<file path="src/rtl/msp430_bus_pkg.sv">
// Shared bus definitions: FSM state encoding, requester IDs and requester count
// used by the memory address bus arbiter and its winner-select logic.
package msp430_bus_pkg;

  localparam int NREQ = 4;

  typedef enum logic [1:0] {
    IDLE  = 2'd0,
    ISSUE = 2'd1,
    WAIT  = 2'd2,
    RESP  = 2'd3
  } arb_state_e;

  typedef enum logic [1:0] {
    REQ_FETCH = 2'd0,
    REQ_SRC   = 2'd1,
    REQ_DST   = 2'd2,
    REQ_STACK = 2'd3
  } req_id_e;

endpackage

</file>
<file path="src/rtl/mab_req_pick.sv">
// Combinational winner select for the MAB arbiter.
// MAB_ARB_RR_EN selects round-robin starting after last_id; otherwise fixed priority 3>2>1>0.
module mab_req_pick
  import msp430_bus_pkg::*;
(
  input  logic [NREQ-1:0] req,
  input  logic [1:0]      last_id,
  output logic [1:0]      id,
  output logic            valid
);

  assign valid = |req;

`ifdef MAB_ARB_RR_EN
  logic [1:0] idx;

  // Walk from the farthest candidate to the nearest so the nearest set bit wins.
  always_comb begin
    id  = 2'd0;
    idx = 2'd0;
    for (int k = NREQ; k >= 1; k--) begin
      idx = last_id + 2'(k);
      if (req[idx]) id = idx;
    end
  end
`else
  logic unused_last_id;
  assign unused_last_id = ^last_id;

  always_comb begin
    id = 2'd0;
    for (int i = 0; i < NREQ; i++) begin
      if (req[i]) id = 2'(i);
    end
  end
`endif

endmodule

</file>
<file path="src/rtl/mab_arbiter.sv">
// Memory address bus arbiter: one FSM shares MAB/MDB_in/MW among four requesters.
// Define MAB_ARB_RR_EN for round-robin arbitration; fixed priority otherwise.
module mab_arbiter
  import msp430_bus_pkg::*;
#(
  parameter int AW      = 16,
  parameter int DW      = 16,
  parameter int TIMEOUT = 15
) (
  input  logic               clk,
  input  logic               rst_n,
  input  logic [NREQ-1:0]    req,
  input  logic [NREQ-1:0]    req_we,
  input  logic [NREQ*AW-1:0] req_addr,
  input  logic [NREQ*DW-1:0] req_wdata,
  output logic [NREQ-1:0]    gnt,
  output logic [DW-1:0]      rdata,
  output logic               err,
  output logic               busy,
  output logic [AW-1:0]      MAB,
  output logic [DW-1:0]      MDB_in,
  output logic               MW,
  input  logic [DW-1:0]      MDB_out,
  input  logic               mem_ready
);

  localparam int TW = $clog2(TIMEOUT + 1);

`ifdef MAB_ARB_RR_EN
  localparam logic [1:0] LAST_ID_RST = REQ_STACK;
`else
  localparam logic [1:0] LAST_ID_RST = REQ_FETCH;
`endif

  arb_state_e        state_q, state_d;
  logic [NREQ-1:0]   gnt_q, gnt_d;
  logic [DW-1:0]     rdata_q, rdata_d;
  logic              err_q, err_d;
  logic              busy_q, busy_d;
  logic [AW-1:0]     mab_q, mab_d;
  logic [DW-1:0]     mdb_in_q, mdb_in_d;
  logic              mw_q, mw_d;
  logic [TW-1:0]     tmo_q, tmo_d;
  logic [TW-1:0]     tmo_inc;
  logic [1:0]        last_id_q, last_id_d;
  logic [1:0]        id_q, id_d;
  logic              we_q, we_d;

  logic [1:0]        pick_id;
  logic              pick_valid;
  logic [AW-1:0]     addr_arr  [NREQ];
  logic [DW-1:0]     wdata_arr [NREQ];

  for (genvar i = 0; i < NREQ; i++) begin : g_unpack
    assign addr_arr[i]  = req_addr[i*AW +: AW];
    assign wdata_arr[i] = req_wdata[i*DW +: DW];
  end

  mab_req_pick u_pick (
    .req     (req),
    .last_id (last_id_q),
    .id      (pick_id),
    .valid   (pick_valid)
  );

  assign tmo_inc = tmo_q + TW'(1);

  // The bus is driven straight from the winner so memory sees it during ISSUE.
  always_comb begin
    state_d   = state_q;
    gnt_d     = gnt_q;
    rdata_d   = rdata_q;
    err_d     = err_q;
    busy_d    = busy_q;
    mab_d     = mab_q;
    mdb_in_d  = mdb_in_q;
    mw_d      = mw_q;
    tmo_d     = tmo_q;
    last_id_d = last_id_q;
    id_d      = id_q;
    we_d      = we_q;

    case (state_q)
      IDLE: begin
        if (pick_valid) begin
          id_d     = pick_id;
          we_d     = req_we[pick_id];
          mab_d    = addr_arr[pick_id];
          mdb_in_d = wdata_arr[pick_id];
          mw_d     = req_we[pick_id];
          busy_d   = 1'b1;
          state_d  = ISSUE;
        end
      end

      ISSUE: begin
        tmo_d   = '0;
        state_d = WAIT;
      end

      WAIT: begin
        tmo_d = tmo_inc;
        if (mem_ready) begin
          rdata_d      = we_q ? '0 : MDB_out;
          err_d        = 1'b0;
          mw_d         = 1'b0;
          gnt_d        = '0;
          gnt_d[id_q]  = 1'b1;
          state_d      = RESP;
        end else if (tmo_inc == TW'(TIMEOUT)) begin
          rdata_d      = '0;
          err_d        = 1'b1;
          mw_d         = 1'b0;
          gnt_d        = '0;
          gnt_d[id_q]  = 1'b1;
          state_d      = RESP;
        end
      end

      RESP: begin
        last_id_d = id_q;
        gnt_d     = '0;
        err_d     = 1'b0;
        rdata_d   = '0;
        busy_d    = 1'b0;
        state_d   = IDLE;
      end
    endcase
  end

  always_ff @(posedge clk) begin
    if (!rst_n) begin
      state_q   <= IDLE;
      gnt_q     <= '0;
      rdata_q   <= '0;
      err_q     <= 1'b0;
      busy_q    <= 1'b0;
      mab_q     <= '0;
      mdb_in_q  <= '0;
      mw_q      <= 1'b0;
      tmo_q     <= '0;
      last_id_q <= LAST_ID_RST;
      id_q      <= 2'd0;
      we_q      <= 1'b0;
    end else begin
      state_q   <= state_d;
      gnt_q     <= gnt_d;
      rdata_q   <= rdata_d;
      err_q     <= err_d;
      busy_q    <= busy_d;
      mab_q     <= mab_d;
      mdb_in_q  <= mdb_in_d;
      mw_q      <= mw_d;
      tmo_q     <= tmo_d;
      last_id_q <= last_id_d;
      id_q      <= id_d;
      we_q      <= we_d;
    end
  end

  assign gnt    = gnt_q;
  assign rdata  = rdata_q;
  assign err    = err_q;
  assign busy   = busy_q;
  assign MAB    = mab_q;
  assign MDB_in = mdb_in_q;
  assign MW     = mw_q;

endmodule

</file>
<file path="config.mk">
export PLATFORM = sky130hd
export DESIGN_NAME = mab_arbiter
export DESIGN_NICKNAME = d
export VERILOG_FILES = /design/src/rtl/msp430_bus_pkg.sv /design/src/rtl/mab_req_pick.sv /design/src/rtl/mab_arbiter.sv
export SDC_FILE = /design/constraint.sdc
export NUM_CORES = 1
export LEC_CHECK = 0
export CELL_PAD_IN_SITES_DETAIL_PLACEMENT = 0
export CELL_PAD_IN_SITES_GLOBAL_PLACEMENT = 1
export CORE_MARGIN = 8
export CORE_UTILIZATION = 24
export DETAILED_ROUTE_END_ITERATION = 10
export PLACE_DENSITY_LB_ADDON = 0.1
export SLEW_MARGIN = 20
export SYNTH_ARGS = -nofsm -noshare
export SYNTH_HDL_FRONTEND = slang
export SYNTH_SLANG_ARGS = --single-unit
</file>
<file path="constraint.sdc">
create_clock -name clk -period 1.5 [get_ports clk]
set_input_delay 0.15 -clock clk [delete_from_list [all_inputs] [get_ports clk]]
set_output_delay 0.15 -clock clk [all_outputs]
set_load 0.03 [all_outputs]
</file>
==> impl_metrics.py <==
metrics = {
    "synth": {
        "async_flop_share": 0,
        "synth.area.top_cells": "dfxtp_1 36%, mux2i_1 24%, nand2_1 8.4%",
        "netlist.top_cell.by_area": "dfxtp_1",
        "synth.yosys.seq_area_share": 0.361,
        "synth_fp_nets": 590,
        "yosysTopAreaCellShare": 0.361,
        "synth_flop_cell": "dfxtp_1",
        "synth_seq_cells": 64,
        "synth_warnings": 0,
        "avgSynthCellArea_um2": 8.27,
        "mappedNetlistArea_mm2": 0.00355,
        "synth-edff-count": 0,
        "ys_types": 35,
        "syn-instance-count": 429,
    },
    "global_routing": {
        "grt_usage": 0.141,
        "gr-total-overflow": 0,
        "use_met3": 0.0824,
        "grt_pass1_wl_mm": 20.5,
        "use_met2": 0.243,
        "grt_max_degree": 45,
        "grt_pass1_vias": 3980,
        "grt_antenna_before_repair": 1,
        "grt-busiest-layer": "met2",
        "use_met1": 0.141,
    },
    "final_layout": {
        "fin_util": 0.445,
        "finalNetCount": 817,
        "finalInstanceArea_mm2": 0.00644,
        "final_common_cell": "clkdlybuf4s50_1",
        "stdcell_count": 844,
        "drive_above_1_share": 0.118,
        "area_growth_syn_to_layout_pct": 81.5,
        "antenna_cells": 0,
        "final_cell_mix": "150 x clkdlybuf4s50_1, 86 x mux2i_1, 79 x nand2_1",
    },
    "floorplan": {
        "initial_core_util": 0.245,
        "core_area_mm2": 0.0145,
        "fp.dieH_um": 138,
        "dieArea_mm2": 0.0189,
        "fp.dieW_um": 138,
        "std_cell_rows": 44,
        "io_pins": 210,
    },
    "power": {
        "cellInternalPower_mw": 5.57,
        "seqPwrFrac": 0.271,
        "clock_power_share": 0.210,
        "p_total_mw": 9.15,
        "power_density_mw_per_mm2": 1420,
        "combPwrFrac": 0.519,
        "sw_frac_of_total": 0.392,
        "peakVddDrop_mv": 0.511,
        "p_leak_nw": 2.82,
        "switchingPower_mw": 3.58,
    },
    "worst_setup_path": {
        "cp-start-kind": "flop",
        "r2r-end": "rdata[14]",
        "path_delay_family": "compound AO/OA/AOI/OAI gates",
        "worst-path-max-fanout": 5,
        "slowest_delay_ns": 0.37,
        "rr_startpoint": "tmo_q[1]",
        "reg2reg_slack_ns": -0.15,
        "crit_slowest_cell": "dfxtp_4",
        "path_depth": 6,
        "path_buf_inv": 1,
        "cp.required_ns": 1.76,
        "critPathLaunch": "tmo_q[1]",
        "cp_data_arrival_time_ns": 1.90,
        "rr_worst_depth": 6,
        "path_class": "flop to flop",
        "endpoint_kind": "flop",
        "critPathCapture": "rdata[14]",
        "crit_chain": "ha_4 > nand2b_4 > a211o_1 > a21oi_4 > clkbuf_16 > mux2i_1",
    },
    "clock_network": {
        "clkSlewWorstSetupHoldPaths_ns": 0.05,
        "cts_root_buf": "clkbuf_16",
        "cts_made_buffers": 9,
        "cts_tree": "done",
        "cts_buffer_depth": 2,
        "clkLatencyLatePin_ns": 0.33,
        "htree_num_levels": 3,
        "cts_sinks": 64,
    },
    "drt": {
        "drt-pass1-iter-count": 4,
        "ant_nets": 0,
        "viasPerCell": 4.47,
        "drc": 0,
        "wire_per_inst_um": 16.3,
        "wirelength_mm": 13.8,
        "vias": 3770,
        "first_iter_violations": 82,
    },
    "timing": {
        "maxSlewHeadroom": 0.730,
        "holdWs_ns": 0.197,
        "grt_setup_unrepaired": "yes",
        "min_period_over_period": 1.10,
        "final.setup_skew_ns": 0.00421,
        "clock.fmax_mhz": 608,
        "slew_viol_final": 0,
        "tns_ns": -2.61,
        "setup_ws_ns": -0.145,
        "setup_viol_count_final": 22,
        "finalHoldViolations": 0,
        "period_minus_slack_ns": 1.65,
        "worst_pin_slew_ns": 0.402,
    },
    "placement": {
        "post-place-ws_ns": -0.139,
        "place_inst": 817,
        "io_buffers": 209,
        "dpl-instance-area_mm2": 0.00602,
        "gp_congestion": 0.733,
        "hpwlAfterDp_mm": 10.5,
    },
    "flow_run": {
        "max-cap-violations": 0,
    },
    "min_path": {
        "min_path_cells": 3,
        "hp-class": "input pin to flop",
    },
    "outcome": {
        "violations": "negative setup slack",
        "outcome": "complete, but fails checks",
    },
}
## worst min path at each step
stage	start	end	slack, ns
after floorplan	MDB_out[11]	rdata[11]	0.29
after global placement	rdata[3]	rdata[3]	0.44
after detailed placement	rdata[3]	rdata[3]	0.45
after CTS	rst_n	rdata[15]	0.18
after global routing	rst_n	rdata[15]	0.20
final	rst_n	rdata[15]	0.20
## power by group through the flow
stage | Combinational [mW] | Sequential (mW) | Clock, mW
after floorplan | 1.67 | 3.32 | 0
after global placement | 4.44 | 2.50 | 0
after detailed placement | 4.46 | 2.52 | 0
after CTS | 4.19 | 2.48 | 2.00
after global routing | 5.15 | 2.55 | 2.08
final | 4.76 | 2.48 | 1.92
## worst reg2reg max path, delay by kind of cell (launching register included)
| family | cells | cell delay [ns] |
|---|---|---|
| AO/OA/AOI/OAI | 2 | 0.53 |
| flip-flops | 1 | 0.37 |
| buffers and inverters | 1 | 0.20 |
| multiplexers | 1 | 0.18 |
| adder cells (fa/ha/maj) | 1 | 0.16 |
| AND/OR/NAND/NOR | 1 | 0.14 |
## registers in the layout (all words and copies together), names as in the netlist
| register | cells |
|---|---|
| MAB | 16 |
| MDB_in | 16 |
| MW | 1 |
| busy | 1 |
| err | 1 |
| gnt | 4 |
| id_q | 2 |
| rdata | 16 |
| state_q | 2 |
| tmo_q | 4 |
| we_q | 1 |
## cell families (layout without fill, tap and decap cells)
family / count (synthesis) / count (layout) / synth area share
compound gates: 121 / 121 / 0.189
fa+ha+maj: 6 / 6 / 0.0211
buf+inv: 41 / 272 / 0.0532
flops: 64 / 64 / 0.361
mux: 86 / 86 / 0.243
simple gates: 111 / 111 / 0.134
## routing by layer
metal,share of wire,wire (µm)
met1,0.38,5260
met2,0.50,6860
met3,0.11,1490
met4,0.011,155
met5,0.00080,11
## Yosys cell counts (all sizes together) (3+ instances only)
cell type / n
nand3: 4
nor2: 12
a21oi: 42
clkbuf: 15
mux2i: 86
nand2: 79
dfxtp: 64
ha: 6
buf: 17
nor3: 3
nand2b: 4
o21ai: 67
nor2b: 3
inv: 8
nor3b: 3
## repair_timing
action,in CTS,in global routing
gates cloned,0,4
hold buffers,0,0
pin swaps,0,1
setup buffers,0,8
gates resized for setup,54,13
setup endpoints to repair,76,61
## final cells by class
class                           instances  area, µm²
Clock buffer                           11        253
Clock inverter                          4       20.0
Fill cell                            1531       8040
Inverter                                9       33.8
Multi-Input combinational cell        324       2170
Sequential cell                        64       1290
Tap cell                              184        230
Timing Repair Buffer                  248       2440
Power figures use the tool's default switching activity.
